**src/rtl/gps_cfg_sequencer.sv**
```systemverilog
// GPS power-up configuration sequencer: streams ROM messages 0..2 to the UART
// over valid/ready and switches to the fast baud rate once message 0 has drained.
module gps_cfg_sequencer #(
    parameter int unsigned GAP_CYCLES = 1000000
) (
    input  logic       clk,
    input  logic       rst_n,
    input  logic       start,
    output logic [1:0] rom_message,
    output logic [5:0] rom_index,
    input  logic [7:0] rom_data,
    input  logic [5:0] rom_length,
    output logic [7:0] tx_data,
    output logic       tx_valid,
    input  logic       tx_ready,
    input  logic       tx_idle,
    output logic       baud_fast,
    output logic       busy,
    output logic       done
);

    localparam int unsigned GAP_W = $clog2(GAP_CYCLES) + 1;
    localparam logic [GAP_W-1:0] GAP_LOAD = GAP_W'(GAP_CYCLES - 1);
    localparam logic [GAP_W-1:0] GAP_ONE  = GAP_W'(1);

    typedef enum logic [2:0] {
        S_IDLE,
        S_LOAD,
        S_SEND,
        S_DRAIN,
        S_GAP,
        S_DONE
    } state_t;

    state_t           state, state_next;
    logic [1:0]       message_next;
    logic [5:0]       index_next;
    logic [7:0]       data_next;
    logic             baud_next;
    logic             done_next;
    logic [GAP_W-1:0] gap_cnt, gap_next;

    always_ff @(posedge clk or negedge rst_n) begin
        if (!rst_n) begin
            state       <= S_IDLE;
            rom_message <= '0;
            rom_index   <= '0;
            tx_data     <= '0;
            baud_fast   <= 1'b0;
            done        <= 1'b0;
            gap_cnt     <= '0;
        end else begin
            state       <= state_next;
            rom_message <= message_next;
            rom_index   <= index_next;
            tx_data     <= data_next;
            baud_fast   <= baud_next;
            done        <= done_next;
            gap_cnt     <= gap_next;
        end
    end

    always_comb begin
        state_next   = state;
        message_next = rom_message;
        index_next   = rom_index;
        data_next    = tx_data;
        baud_next    = baud_fast;
        done_next    = done;
        gap_next     = gap_cnt;
        tx_valid     = (state == S_SEND);
        busy         = (state == S_LOAD) || (state == S_SEND) ||
                       (state == S_DRAIN) || (state == S_GAP);

        case (state)
            S_IDLE, S_DONE: begin
                if (start) begin
                    message_next = '0;
                    index_next   = '0;
                    baud_next    = 1'b0;
                    done_next    = 1'b0;
                    state_next   = S_LOAD;
                end
            end
            S_LOAD: begin
                if (rom_length == '0) begin
                    state_next = S_DRAIN;
                end else begin
                    data_next  = rom_data;
                    state_next = S_SEND;
                end
            end
            S_SEND: begin
                if (tx_ready) begin
                    if (rom_index == rom_length - 6'd1) begin
                        state_next = S_DRAIN;
                    end else begin
                        index_next = rom_index + 6'd1;
                        state_next = S_LOAD;
                    end
                end
            end
            S_DRAIN: begin
                // Baud switch waits for the shift register to empty, not just the last accept
                if (tx_idle) begin
                    if (rom_message == 2'd0) begin
                        baud_next = 1'b1;
                    end
                    gap_next   = GAP_LOAD;
                    state_next = S_GAP;
                end
            end
            S_GAP: begin
                if (gap_cnt == '0) begin
                    if (rom_message == 2'd2) begin
                        done_next  = 1'b1;
                        state_next = S_DONE;
                    end else begin
                        message_next = rom_message + 2'd1;
                        index_next   = '0;
                        state_next   = S_LOAD;
                    end
                end else begin
                    gap_next = gap_cnt - GAP_ONE;
                end
            end
            default: state_next = S_IDLE;
        endcase
    end

endmodule

```
**config.mk**
```make
export PLATFORM = sky130hd
export DESIGN_NAME = gps_cfg_sequencer
export DESIGN_NICKNAME = d
export VERILOG_FILES = /design/src/rtl/gps_cfg_sequencer.sv
export SDC_FILE = /design/constraint.sdc
export NUM_CORES = 1
export LEC_CHECK = 0
export BUFFER_PORTS_ARGS = -buffer_cell sky130_fd_sc_hd__buf_4
export CORE_MARGIN = 2
export CORE_UTILIZATION = 56
export CTS_CLUSTER_DIAMETER = 50
export DETAILED_ROUTE_END_ITERATION = 16
export PLACE_DENSITY = 0.79
export SLEW_MARGIN = 20
export SYNTH_ARGS = -nofsm -noshare
export SYNTH_HDL_FRONTEND = slang
export SYNTH_SLANG_ARGS = --single-unit
```
**constraint.sdc**
```tcl
create_clock -name clk -period 2.1 [get_ports clk]
set_input_delay 0.315 -clock clk [delete_from_list [all_inputs] [get_ports clk]]
set_output_delay 0.315 -clock clk [all_outputs]
set_load 0.02 [all_outputs]
```
### Word level (Yosys, flattened, before mapping)

Index checks and enable logic that the tools add are counted.

* logic and storage cells: 75
* bits in registers: 42

* reduce and logical (&&, ||, !) cells: 19
* multiplexer cells: 28
* equal/unequal tests: 16
* add/subtract/negate cells: 4
* bitwise logic cells: 1

Operator list (number)
* $mux W21: 2
* $pmux W21 S2: 1
* $mux W6: 5
* $logic_not A21 Y1: 1
* $sub A21 B1 Y21 const B: 1
* $pmux W6 S3: 1
* $reduce_and A4 Y1: 4
* $mux W3: 5
* $pmux W3 S5: 1
* $ne A2 B2 Y1 const B: 5
* $mux W2: 4
* $ne A2 B1 Y1 const B: 4
* $add A6 B1 Y6 const B: 1
* $eq A3 B2 Y1 const B: 2
* $eq A3 B3 Y1 const B: 2
* $eq A6 B6 Y1: 1
* $logic_not A6 Y1: 1
* $mux W1: 6
* $reduce_and A6 Y1: 1
* $reduce_bool A2 Y1: 3
* $sub A6 B1 Y6 const B: 1
* $pmux W1 S2: 2
* $pmux W2 S2: 1
* $eq A3 B1 Y1 const B: 1
* 10 further kinds: 12

### Longest topological paths before layout

* depth in word-level cells: 5
* mapped depth: 9
* mapped depth without buffers: 8

### Least setup slack after synthesis

Ideal clock, no wire load.

* path kind: flip-flop to flip-flop
* start: reg rom_message[0]
* end: reg rom_index[3]
* cell stages (with the launch flop): 10
* arrival time: 1.774 ns
* path slack: 0.191 ns
* buffers on the path: 1
* period minus slack after synthesis: 1.909 ns
* cells stage by stage: dfrtp_1 -> inv_1 -> ha_1 -> nand2b_1 -> a31oi_1 -> o21ai_0 -> o311ai_4 -> buf_6 -> o21ai_1 -> o31ai_2

* word-level cells in the longest chain between the ends: 3

RTL lines
* start, declared: line 9 `output logic [1:0] rom_message,`
* start signal, assigned: line 54 `rom_message <= message_next;`
* $eq A2 B2 Y1: line 115 `if (rom_message == 2'd2) begin`
* $ne A2 B2 Y1 (no source line)
* $reduce_and A6 Y1 (no source line)
* end signal, assigned: line 55 `rom_index <= index_next;`
* end, declared: line 10 `output logic [5:0] rom_index,`

No other way between the ends.
A chain may end at the register's enable or synchronous reset.

### Worst setup path after layout

* start: reg rom_index[4]
* end: reg rom_index[5]

* word-level cells in the longest chain between the ends: 4

RTL lines
* $add A6 B1 Y6: line 98 `index_next = rom_index + 6'd1;`
* $mux W6: line 95 `if (rom_index == rom_length - 6'd1) begin`
* $mux W6: line 94 `if (tx_ready) begin`
* $pmux W6 S3: line 75 `case (state)`

Several ways; a longest one is shown, not always the timed one. The select of a mux whose other input is x is not followed.

==> out/qor.txt <==
Compound-Gate Fraction of Synth Area -> 12.0%
Fraction of layout cells with a size suffix above 1 -> 28.7%
FF+latch count, synth -> 42
Pin count of the biggest net entering global routing -> 43
WHS -> -0.00750 ns
Via count -> 1996
Area growth syn-to-layout -> 23.1%
Highest layer used for signal routing -> met4
Vias in the first global route -> 1989
Fmax -> 0.506 GHz
Synthesized cell area -> 2400 um^2
Violated checks -> hold timing
TritonCTS clock tree -> done
IR drop worst, VDD -> 0.000706 V
Avg Inst Size Synth -> 9.81 um^2
Hold WC Path Type -> input port to asynchronous set/reset pin
GR Overflow Total -> 0
Total setup buffers inserted after CTS -> 0
WL/cell -> 14.9 um
Asr flop ratio synth -> 100%
Post-Route M1 WL -> 2.32 mm
Count of cell types in the netlist -> 51
Critical path arrival -> 2.18 ns
EDFF count, synth -> 0
Placed Cells incl. Taps -> 337
Final setup vio count -> 0
Post-synth top area cell -> dfrtp_1
LEAKAGE -> 1.26 nW
Tot Pwr -> 0.00345 W
Max-Cap Viols -> 0
Pwr per Cell Area -> 1170 nW/um^2
Non-filler cells, final -> 346
Clock Pin Slew Worst Setup and Hold Paths -> 0.08 ns
Max transition margin -> 57.9%
Final hold violation count -> 22
TritonCTS Buffers -> 5
DR WL met3 -> 231 um
Core Footprint -> 4060 um^2
Tot GR Track Use -> 22.2%
Dpl hpwl -> 3.63 mm
Clock skew -> 0.00826 ns
Tightest Pin Transition -> 0.627 ns
Post-synth top area share -> 43.7%
Warnings from Yosys -> 0
Die Y -> 69.5 um
CTS sink cnt -> 42
Worst Path Max Fanout -> 6
I/O pin cnt -> 39
Area of the multi-input gates -> 1320 um^2
Post-synthesis net count -> 270
Die X -> 69.5 um
Fillers -> 304
Crit end category -> register
Startpoint Class -> register
Nets -> 320
Final Cycle Share -> 94.0%
Period minus WS final -> 1.97 ns
N_diodes -> 0
Status -> finished with violations
Mux cell area share after synthesis -> 4.58%
Most common cell in the synthesized netlist -> dfrtp_1
Antenna violations before repair -> 0
Area contributors post-synth -> dfrtp_1 44%, xnor2_1 5.8%, nand2_1 3.9%
Critical path type -> register to register
Sequential area share after synthesis -> 43.7%
Initial core utilization -> 59.2%
H-tree levels -> 2
Cell count after synthesis -> 245
DRT Wirelength -> 5.16 mm
Worst skew pair latency -> 0.30 ns
Die Area -> 4830 um^2
XOR/XNOR Fraction of Synth Area -> 9.11%
Synth Area in Simple Gates -> 24.2%
Storage element area -> 1050 um^2
Root Driver -> clkbuf_8
Pins Over Slew Limit -> 0
Ys flop type -> dfrtp_1
Crit path required time -> 2.30 ns
Worst setup margin -> 0.125 ns
First-pass GRT wire length -> 8.61 mm
Largest family of logic cells by synthesized area -> simple AND/OR/NAND/NOR gates
DRT iter0 DRCs -> 147
Clock Tree Buf Depth -> 2
Port Buffers -> 38
DR DRC count -> 0
Adder-cell share of the synthesized area -> 3.12%
Met2 wire len -> 2.57 mm
Final ANT Viol Nets -> 0
RSZ-0062 raised after global routing -> false
Routability Congestion -> 0.835
Placement Setup Slack -> -0.0553 ns
Via-to-Cell Ratio -> 5.77
FP Rows -> 23
First-pass detailed-route iteration total -> 4
Top cells by count, synth -> 42 x dfrtp_1, 25 x nand2_1, 21 x nor2_1
## flip-flops by register name, indices dropped and copies added (netlist names)
signal	cells
done	1
rom_message	2
gap_cnt	21
state	3
rom_index	6
tx_data	8
baud_fast	1
## placed cells by master (no fill, tap or decap), drive strengths merged, types with 3 or more instances in the layout
cell    count
clkbuf      5
or3         3
ha          6
and3        3
o21ai      17
nor4        7
buf        50
nand4       3
nor2       21
mux2        8
nor3       18
xnor2      16
xor2        9
inv        10
a21oi       4
nand2b      3
and2        3
nand3       8
nor3b       3
dfrtp      42
nand2      25
## stage by stage
stage                     util [%]  cell area (um^2)  hold WS [ns]  setup TNS (ns)
final                         72.9              2960      -0.00750               0
after detailed placement      69.0              2800         0.335          -0.274
after floorplan                  -              2400        0.0194               0
after global placement        69.0              2800         0.334               0
after global routing          72.9              2960        0.0443               0
after CTS                     71.7              2910       0.00829               0
## area by class of cell
cell class	instances	area share, %
Inverter	10	1.27
Multi-Input combinational cell	186	44.7
Clock inverter	3	1.35
Timing Repair Buffer	50	12.7
Clock buffer	5	2.33
Tap cell	50	2.11
Sequential cell	42	35.6
## critical path: stages, from the launching register on
cell      delay, ns
dfrtp_1        0.47
xor2_1         0.22
and3_1         0.21
nor3_2         0.43
o311ai_4       0.21
o41ai_1        0.33
## kinds of logic after synthesis
| family | count (synthesis) |
|---|---|
| AO/OA/AOI/OAI | 39 |
| XOR/XNOR | 25 |
| adder cells (fa/ha/maj) | 6 |
| buffers and inverters | 18 |
| flip-flops | 42 |
| multiplexers | 10 |
| AND/OR/NAND/NOR | 105 |
## metal layers
layer | GRT usage, % | vias up
met5 | 0 | -
met3 | 4.65 | 4
met4 | 7.84 | 0
met1 | 26.9 | 973
met2 | 39.0 | 42
li1 | - | 977
## path summary, 6_finish.rpt
check	end	startpoint	cells past startpoint	slack [ns]
setup / recovery	rom_index[5]	rom_index[4]	5	0.13
hold / removal	state[0]	rst_n	1	-0.008
setup reg to reg	rom_index[5]	rom_index[4]	5	0.13
hold reg to reg	gap_cnt[7]	gap_cnt[7]	1	0.48
max in group asynchronous	state[2]	rst_n	1	1.72
min in group clk	tx_data[1]	rom_data[1]	2	0.24
## power breakdown
part / total, W / internal, W / switching [W] / leakage (nW)
clock: 0.000634 / 0.000350 / 0.000284 / 0.0579
sequential: 0.00128 / 0.00104 / 0.000241 / 0.502
combinational: 0.00154 / 0.000709 / 0.000833 / 0.704
## what timing repair did
item                                    CTS  global route
hold buffers                              0             0
endpoints found under the setup margin    0            16
gates resized for setup                   0             8
No activity file was read; power rests on OpenSTA's default activity.
